## src/rtl/program_sequencer.sv

```systemverilog
// program_sequencer: owns the program counter and feeds opcodes to the decoder.
// It picks the next PC from the decoder redirects (jump, bzero, bnegative,
// mainAddress, HLT) and the registered ALU flags. It also runs the
// input-instruction handshake with the keypad front end.
//
// Ports:
//   clock, reset       rising-edge clock, asynchronous active-low reset
//   instruction        instruction memory word at pc
//   jump/bzero/bnegative/mainAddress/HLT/flagEnable   decoder controls
//   zero, negative     ALU result flags
//   inputValid         front end holds a value for the input instruction
//   resume             leave HALTED
//   pc                 instruction memory address (registered)
//   operation          opcode to decoder (combinational from instruction)
//   instructionValid   current instruction commits this cycle
//   inputAck           input instruction commits this cycle
//   stall              PC held waiting for input
//   halted             sequencer in HALTED state (registered)
//   retiredCount       committed-instruction counter
//
// Optional feature macro: SEQ_RETIRE_COUNT_EN. When it is defined,
// retiredCount is a saturating commit counter. When it is undefined,
// retiredCount is tied to 0.
module program_sequencer #(
  parameter int unsigned           ADDR_WIDTH   = 10,
  parameter logic [ADDR_WIDTH-1:0] RESET_VECTOR = '0,
  parameter logic [5:0]            OP_IN        = 6'b011101,
  parameter logic [5:0]            OP_NOP       = 6'b011011
) (
  input  logic                  clock,
  input  logic                  reset,
  input  logic [31:0]           instruction,
  input  logic                  jump,
  input  logic                  bzero,
  input  logic                  bnegative,
  input  logic [ADDR_WIDTH-1:0] mainAddress,
  input  logic                  HLT,
  input  logic                  flagEnable,
  input  logic                  zero,
  input  logic                  negative,
  input  logic                  inputValid,
  input  logic                  resume,
  output logic [ADDR_WIDTH-1:0] pc,
  output logic [5:0]            operation,
  output logic                  instructionValid,
  output logic                  inputAck,
  output logic                  stall,
  output logic                  halted,
  output logic [31:0]           retiredCount
);

  typedef enum logic [1:0] {
    S_BOOT   = 2'd0,
    S_RUN    = 2'd1,
    S_HALTED = 2'd2
  } state_e;

  state_e                state_q, state_d;
  logic [ADDR_WIDTH-1:0] pc_q, pc_d;
  logic                  zero_flag_q, zero_flag_d;
  logic                  neg_flag_q, neg_flag_d;
  logic                  input_armed_q, input_armed_d;
  logic                  halted_q;
  logic                  commit;
  logic                  is_input;
  logic                  branch_taken;

  // Only the opcode field is used here; the decoder consumes the rest.
  logic unused_instr_bits;
  assign unused_instr_bits = ^instruction[25:0];

  // State register
  always_ff @(posedge clock or negedge reset) begin
    if (!reset) begin
      state_q  <= S_BOOT;
      halted_q <= 1'b0;
    end else begin
      state_q  <= state_d;
      halted_q <= (state_d == S_HALTED);
    end
  end

  // Next-state logic
  always_comb begin
    state_d = state_q;
    unique case (state_q)
      S_BOOT:   state_d = S_RUN;
      S_RUN:    if (commit && HLT) state_d = S_HALTED;
      S_HALTED: if (resume) state_d = S_RUN;
      default:  state_d = S_BOOT;
    endcase
  end

  // Output logic: opcode presentation, commit decision and handshake strobes
  always_comb begin
    operation        = OP_NOP;
    is_input         = 1'b0;
    commit           = 1'b0;
    instructionValid = 1'b0;
    inputAck         = 1'b0;
    stall            = 1'b0;
    if (state_q == S_RUN) begin
      operation        = instruction[31:26];
      is_input         = (instruction[31:26] == OP_IN);
      // An input instruction needs a fresh keypress (valid and re-armed).
      commit           = !is_input || (inputValid && input_armed_q);
      instructionValid = commit;
      inputAck         = commit && is_input;
      stall            = !commit;
    end
  end

  // Branches test flags captured by earlier instructions.
  assign branch_taken = (bzero && zero_flag_q) || (bnegative && neg_flag_q);

  // Datapath next values: PC, flags, input arming
  always_comb begin
    pc_d          = pc_q;
    zero_flag_d   = zero_flag_q;
    neg_flag_d    = neg_flag_q;
    input_armed_d = input_armed_q;

    if (commit) begin
      if (HLT) begin
        pc_d = pc_q;
      end else if (jump || branch_taken) begin
        pc_d = mainAddress;
      end else begin
        pc_d = pc_q + ADDR_WIDTH'(1);
      end
      if (flagEnable) begin
        zero_flag_d = zero;
        neg_flag_d  = negative;
      end
    end else if (state_q == S_HALTED && resume) begin
      pc_d = pc_q + ADDR_WIDTH'(1);
    end

    // A committed input consumes the keypress; release of the key re-arms.
    if (commit && is_input) begin
      input_armed_d = 1'b0;
    end else if (!inputValid) begin
      input_armed_d = 1'b1;
    end
  end

  // Datapath registers
  always_ff @(posedge clock or negedge reset) begin
    if (!reset) begin
      pc_q          <= RESET_VECTOR;
      zero_flag_q   <= 1'b0;
      neg_flag_q    <= 1'b0;
      input_armed_q <= 1'b1;
    end else begin
      pc_q          <= pc_d;
      zero_flag_q   <= zero_flag_d;
      neg_flag_q    <= neg_flag_d;
      input_armed_q <= input_armed_d;
    end
  end

  assign pc     = pc_q;
  assign halted = halted_q;

`ifdef SEQ_RETIRE_COUNT_EN
  logic [31:0] retired_q, retired_d;

  // Saturating commit counter
  always_comb begin
    retired_d = retired_q;
    if (commit && (retired_q != 32'hFFFF_FFFF)) begin
      retired_d = retired_q + 32'd1;
    end
  end

  always_ff @(posedge clock or negedge reset) begin
    if (!reset) begin
      retired_q <= 32'd0;
    end else begin
      retired_q <= retired_d;
    end
  end

  assign retiredCount = retired_q;
`else
  assign retiredCount = 32'd0;
`endif

endmodule

```

## config.mk

```make
export PLATFORM = sky130hd
export DESIGN_NAME = program_sequencer
export DESIGN_NICKNAME = d
export VERILOG_FILES = /design/src/rtl/program_sequencer.sv
export SDC_FILE = /design/constraint.sdc
export NUM_CORES = 1
export LEC_CHECK = 0
export CORE_ASPECT_RATIO = 1.75
export CORE_MARGIN = 2
export CORE_UTILIZATION = 30
export DETAILED_ROUTE_END_ITERATION = 7
export HOLD_SLACK_MARGIN = 0.03
export PLACE_DENSITY = 0.85
export SKIP_CTS_REPAIR_TIMING = 1
export SYNTH_ARGS = -nofsm -noshare
export SYNTH_HDL_FRONTEND = slang
export SYNTH_SLANG_ARGS = --single-unit
```

## constraint.sdc

```tcl
create_clock -name clock -period 2.1 [get_ports clock]
set_input_delay 0.42 -clock clock [delete_from_list [all_inputs] [get_ports clock]]
set_output_delay 0.42 -clock clock [all_outputs]
set_load 0.05 [all_outputs]
```

==> impl_results.html <==
<table>
<tr><th>Metric</th><th>Value</th></tr>
<tr><th colspan="2">Floorplanning</th></tr>
<tr><td>Vertical die dimension</td><td>89.5 µm</td></tr>
<tr><td>Number of placement rows</td><td>31</td></tr>
<tr><td>Width of the die</td><td>52.9 µm</td></tr>
<tr><td>Die area</td><td>4730 µm²</td></tr>
<tr><td>Starting density of the core</td><td>30.8%</td></tr>
<tr><td>Area of the core region</td><td>4070 µm²</td></tr>
<tr><td># IOs</td><td>105</td></tr>
<tr><th colspan="2">Critical path</th></tr>
<tr><td>Critical path arrival</td><td>1660 ps</td></tr>
<tr><td>Terminus of the critical flop-to-flop path</td><td>pc[3]</td></tr>
<tr><td>R2r setup slk</td><td>300 ps</td></tr>
<tr><td>Beginning of the worst register-to-register path</td><td>input_armed_q</td></tr>
<tr><td>Critical Path RT</td><td>1680 ps</td></tr>
<tr><td>Critical-path maximum fanout</td><td>3</td></tr>
<tr><td>Worst r2r path cells</td><td>8</td></tr>
<tr><td>CP endpoint kind</td><td>output port</td></tr>
<tr><td>Setup Crit Path Kind</td><td>in2out</td></tr>
<tr><td>Worst-path cell with the longest stage delay</td><td>sky130_fd_sc_hd__clkdlybuf4s50_1</td></tr>
<tr><td>Critical path startpoint category</td><td>primary input</td></tr>
<tr><td>Series of cell instances along the critical path</td><td>clkdlybuf4s50_1 -&gt; and4b_2 -&gt; nand3_2 -&gt; nor2_2 -&gt; buf_12</td></tr>
<tr><td>Critical Path Max Stage Delay</td><td>480 ps</td></tr>
<tr><th colspan="2">Placement</th></tr>
<tr><td>Number of buffers inserted by port buffering</td><td>46</td></tr>
<tr><td>Post-placement cell area</td><td>1810 µm²</td></tr>
<tr><td>Final Wtd Congestion</td><td>0.776</td></tr>
<tr><td>Worst setup timing slack at the placement stage</td><td>-116 ps</td></tr>
<tr><td>Sum of net half-perimeters after detailed placement</td><td>2430 µm</td></tr>
<tr><th colspan="2">Power</th></tr>
<tr><td>VDD IR-drop max</td><td>930 µV</td></tr>
<tr><td>Static leakage power</td><td>0.898 nW</td></tr>
<tr><td>Power density of the placed cells</td><td>1520 nW/µm²</td></tr>
<tr><th colspan="2">Logic synthesis</th></tr>
<tr><td>Synthesized area per cell</td><td>8.96 µm²</td></tr>
<tr><td>Share of async-settable or async-resettable flops after synthesis</td><td>100%</td></tr>
<tr><td>Number of enable-type register cells in the synthesized netlist</td><td>0</td></tr>
<tr><td>Portion of the post-synthesis area used by sequential elements</td><td>32.0%</td></tr>
<tr><td>Most common cell in the netlist</td><td>sky130_fd_sc_hd__buf_4</td></tr>
<tr><td>Area share of the leading cell type in the synthesized netlist</td><td>29.9%</td></tr>
<tr><td>Warnings from Yosys</td><td>0</td></tr>
<tr><td>Count of state elements after synthesis</td><td>16</td></tr>
<tr><td>Post-synthesis cell count</td><td>140</td></tr>
<tr><td>Cells taking the most area after synthesis</td><td>sky130_fd_sc_hd__dfrtp_1 30%, sky130_fd_sc_hd__buf_4 19%, sky130_fd_sc_hd__mux2i_1 6.4%</td></tr>
<tr><td>Synth cell types</td><td>35</td></tr>
<tr><td>Cell accounting for the most synthesized area</td><td>sky130_fd_sc_hd__dfrtp_1</td></tr>
<tr><td>Mapped cell area</td><td>1250 µm²</td></tr>
<tr><td>Leading register cell type out of synthesis</td><td>sky130_fd_sc_hd__dfrtp_1</td></tr>
<tr><td>Top cells by instance count after synthesis</td><td>32 x sky130_fd_sc_hd__buf_4, 15 x sky130_fd_sc_hd__dfrtp_1, 12 x sky130_fd_sc_hd__nand2_1</td></tr>
<tr><th colspan="2">STA</th></tr>
<tr><td>Maximum frequency from static timing analysis</td><td>480 MHz</td></tr>
<tr><td>Min Tclk post-route</td><td>2080 ps</td></tr>
<tr><td>Final max-slew violation count</td><td>0</td></tr>
<tr><td>Unrepaired setup endpoints after global routing</td><td>true</td></tr>
<tr><td>Max-slew headroom at the worst pin</td><td>65.9%</td></tr>
<tr><td>Final hold vios</td><td>0</td></tr>
<tr><td>Worst Tran Pin Value</td><td>509 ps</td></tr>
<tr><td>Final setup fails</td><td>0</td></tr>
<tr><td>Final cycle utilization of the critical path</td><td>99.2%</td></tr>
<tr><td>Worst clock skew</td><td>3.42 ps</td></tr>
<tr><td>PnR worst setup slack</td><td>16.1 ps</td></tr>
<tr><th colspan="2">Route</th></tr>
<tr><td>Number of optimization iterations in the first detailed-route pass</td><td>4</td></tr>
<tr><td>Detail Route Antenna Nets</td><td>0</td></tr>
<tr><td>Total number of vias</td><td>1,146</td></tr>
<tr><td>Via density</td><td>4.64</td></tr>
<tr><td># DRC</td><td>0</td></tr>
<tr><td>Total wire length after detailed routing</td><td>2990 µm</td></tr>
<tr><td>Iteration-0 DRC count of the detailed router</td><td>38</td></tr>
<tr><td>Routed wirelength normalized by instance count</td><td>12.1 µm</td></tr>
<tr><th colspan="2">Clock tree</th></tr>
<tr><td>Clock tree from TritonCTS</td><td>built</td></tr>
<tr><td>Buffer levels on the longest clock path</td><td>2</td></tr>
<tr><td>Clk pin slew, worst setup/hold paths</td><td>60 ps</td></tr>
<tr><td>Root buf cell</td><td>sky130_fd_sc_hd__clkbuf_8</td></tr>
<tr><td>TritonCTS Buffers</td><td>3</td></tr>
<tr><td>Deepest level of the CTS H-tree</td><td>1</td></tr>
<tr><td>TritonCTS Sinks</td><td>16</td></tr>
<tr><td>Worst-skew pair later-pin latency</td><td>240 ps</td></tr>
<tr><th colspan="2">Global routing</th></tr>
<tr><td>Via count of the first global-routing pass</td><td>1,074</td></tr>
<tr><td>Maximum number of pins on one net before global-route repair</td><td>17</td></tr>
<tr><td>Overflow left after global routing</td><td>0</td></tr>
<tr><td>Number of antenna violations at the first check in global routing</td><td>0</td></tr>
<tr><td>Overall routing resource usage</td><td>12.7%</td></tr>
<tr><td>First-pass GRT wire length</td><td>4570 µm</td></tr>
<tr><th colspan="2">Worst hold path</th></tr>
<tr><td>Tightest Hold Check Type</td><td>in2reg</td></tr>
<tr><td>Min-Delay Startpoint</td><td>inputValid</td></tr>
<tr><td>End point of the most critical hold path</td><td>input_armed_q</td></tr>
<tr><td>Worst hold path stage count</td><td>2</td></tr>
<tr><th colspan="2">Layout</th></tr>
<tr><td>Final net count</td><td>253</td></tr>
<tr><td>Cell area after layout</td><td>1940 µm²</td></tr>
<tr><td>Fillers</td><td>397</td></tr>
<tr><td>Diode count</td><td>0</td></tr>
<tr><td>Area added between synthesis and finish</td><td>54.4%</td></tr>
<tr><td>Ratio of cells with drive above 1 in the final layout</td><td>20.2%</td></tr>
<tr><th colspan="2">Run status</th></tr>
<tr><td>Status</td><td>completed</td></tr>
<tr><th colspan="2">Job</th></tr>
<tr><td>Count of max-cap constraint violations</td><td>0</td></tr>
</table>
-- sequential cells by signal (all words and copies together), names as in the netlist --
signal / cells
halted: 1
input_armed_q: 1
neg_flag_q: 1
pc: 10
state_q: 2
zero_flag_q: 1
-- power by group --
part | switching [mW] | internal (mW) | leakage [nW]
Clock | 0.103 | 0.166 | 0.0288
Combinational | 1.19 | 0.865 | 0.687
Sequential | 0.162 | 0.451 | 0.183
Total | 1.46 | 1.48 | 0.898
-- kinds of logic after synthesis --
| kind of cell | Yosys count | synth area share, % |
|---|---|---|
| other cells | 1 | 0.299 |
| compound gates | 27 | 15.7 |
| mux | 10 | 8.18 |
| buf+inv | 39 | 22.1 |
| simple gates | 46 | 20.8 |
| fa+ha+maj | 1 | 0.998 |
| flops | 16 | 32.0 |
-- layout make-up --
cell class	instances	area, µm²	share of cell area (%)
Sequential cell	16	402	20.7
Multi-Input combinational cell	116	728	37.6
Timing Repair Buffer	58	674	34.8
Inverter	4	15.0	0.776
Clock buffer	4	55.1	2.84
Tap cell	49	61.3	3.17
-- metrics by stage --
step,hold WS (ps),utilization (%),setup TNS [ps],power [mW],instances
after floorplan,124,-,0,1.90,171
after global placement,456,44.5,-241,2.58,240
after detailed placement,466,44.5,-291,2.62,240
after CTS,475,45.9,-191,2.90,244
after global routing,450,47.5,-102,3.12,247
final,440,47.5,0,2.94,247
-- critical path, delay by kind of cell --
family	cells	cell delay, ps
buf+inv	2	630
simple gates	3	610
-- worst max path at each step --
| stage | start | endpoint | slack (ps) |
|---|---|---|---|
| after floorplan | state_q[0] | stall | 6 |
| after global placement | instruction[27] | pc[9] | -100 |
| after CTS | instruction[29] | stall | -100 |
| after global routing | instruction[27] | pc[9] | -40 |
| after detailed placement | instruction[27] | pc[9] | -120 |
| final | instruction[29] | inputAck | 20 |
-- layer usage --
layer	vias to the layer above	share of wire (%)	GRT usage (%)	wire [µm]
li1	538	-	-	-
met2	64	56	24.8	1690
met5	-	0	0	0
met1	540	35	12.7	1050
met3	4	7.3	2.68	217
met4	0	1.2	4.43	36
-- layout by cell type, fill, tap and decap left out, types with 2 or more instances in the layout --
cell type	instances
sky130_fd_sc_hd__clkdlybuf4s50_1	35
sky130_fd_sc_hd__conb_1	32
sky130_fd_sc_hd__dfrtp_1	15
sky130_fd_sc_hd__nand2_1	11
sky130_fd_sc_hd__buf_12	11
sky130_fd_sc_hd__buf_4	9
sky130_fd_sc_hd__mux2i_1	8
sky130_fd_sc_hd__o21ai_0	7
sky130_fd_sc_hd__a21oi_1	6
sky130_fd_sc_hd__nand2b_1	5
sky130_fd_sc_hd__nand3_1	5
sky130_fd_sc_hd__nor2b_1	4
sky130_fd_sc_hd__nor2_1	4
sky130_fd_sc_hd__inv_1	4
sky130_fd_sc_hd__a22oi_1	4
sky130_fd_sc_hd__clkbuf_8	4
sky130_fd_sc_hd__and2_1	2
sky130_fd_sc_hd__nand4_1	2
sky130_fd_sc_hd__and3_1	2
sky130_fd_sc_hd__mux2_2	2
sky130_fd_sc_hd__nor3_1	2
sky130_fd_sc_hd__o2bb2ai_1	2
sky130_fd_sc_hd__dlymetal6s2s_1	2
Note: power is estimated with default switching activity, not from simulation.
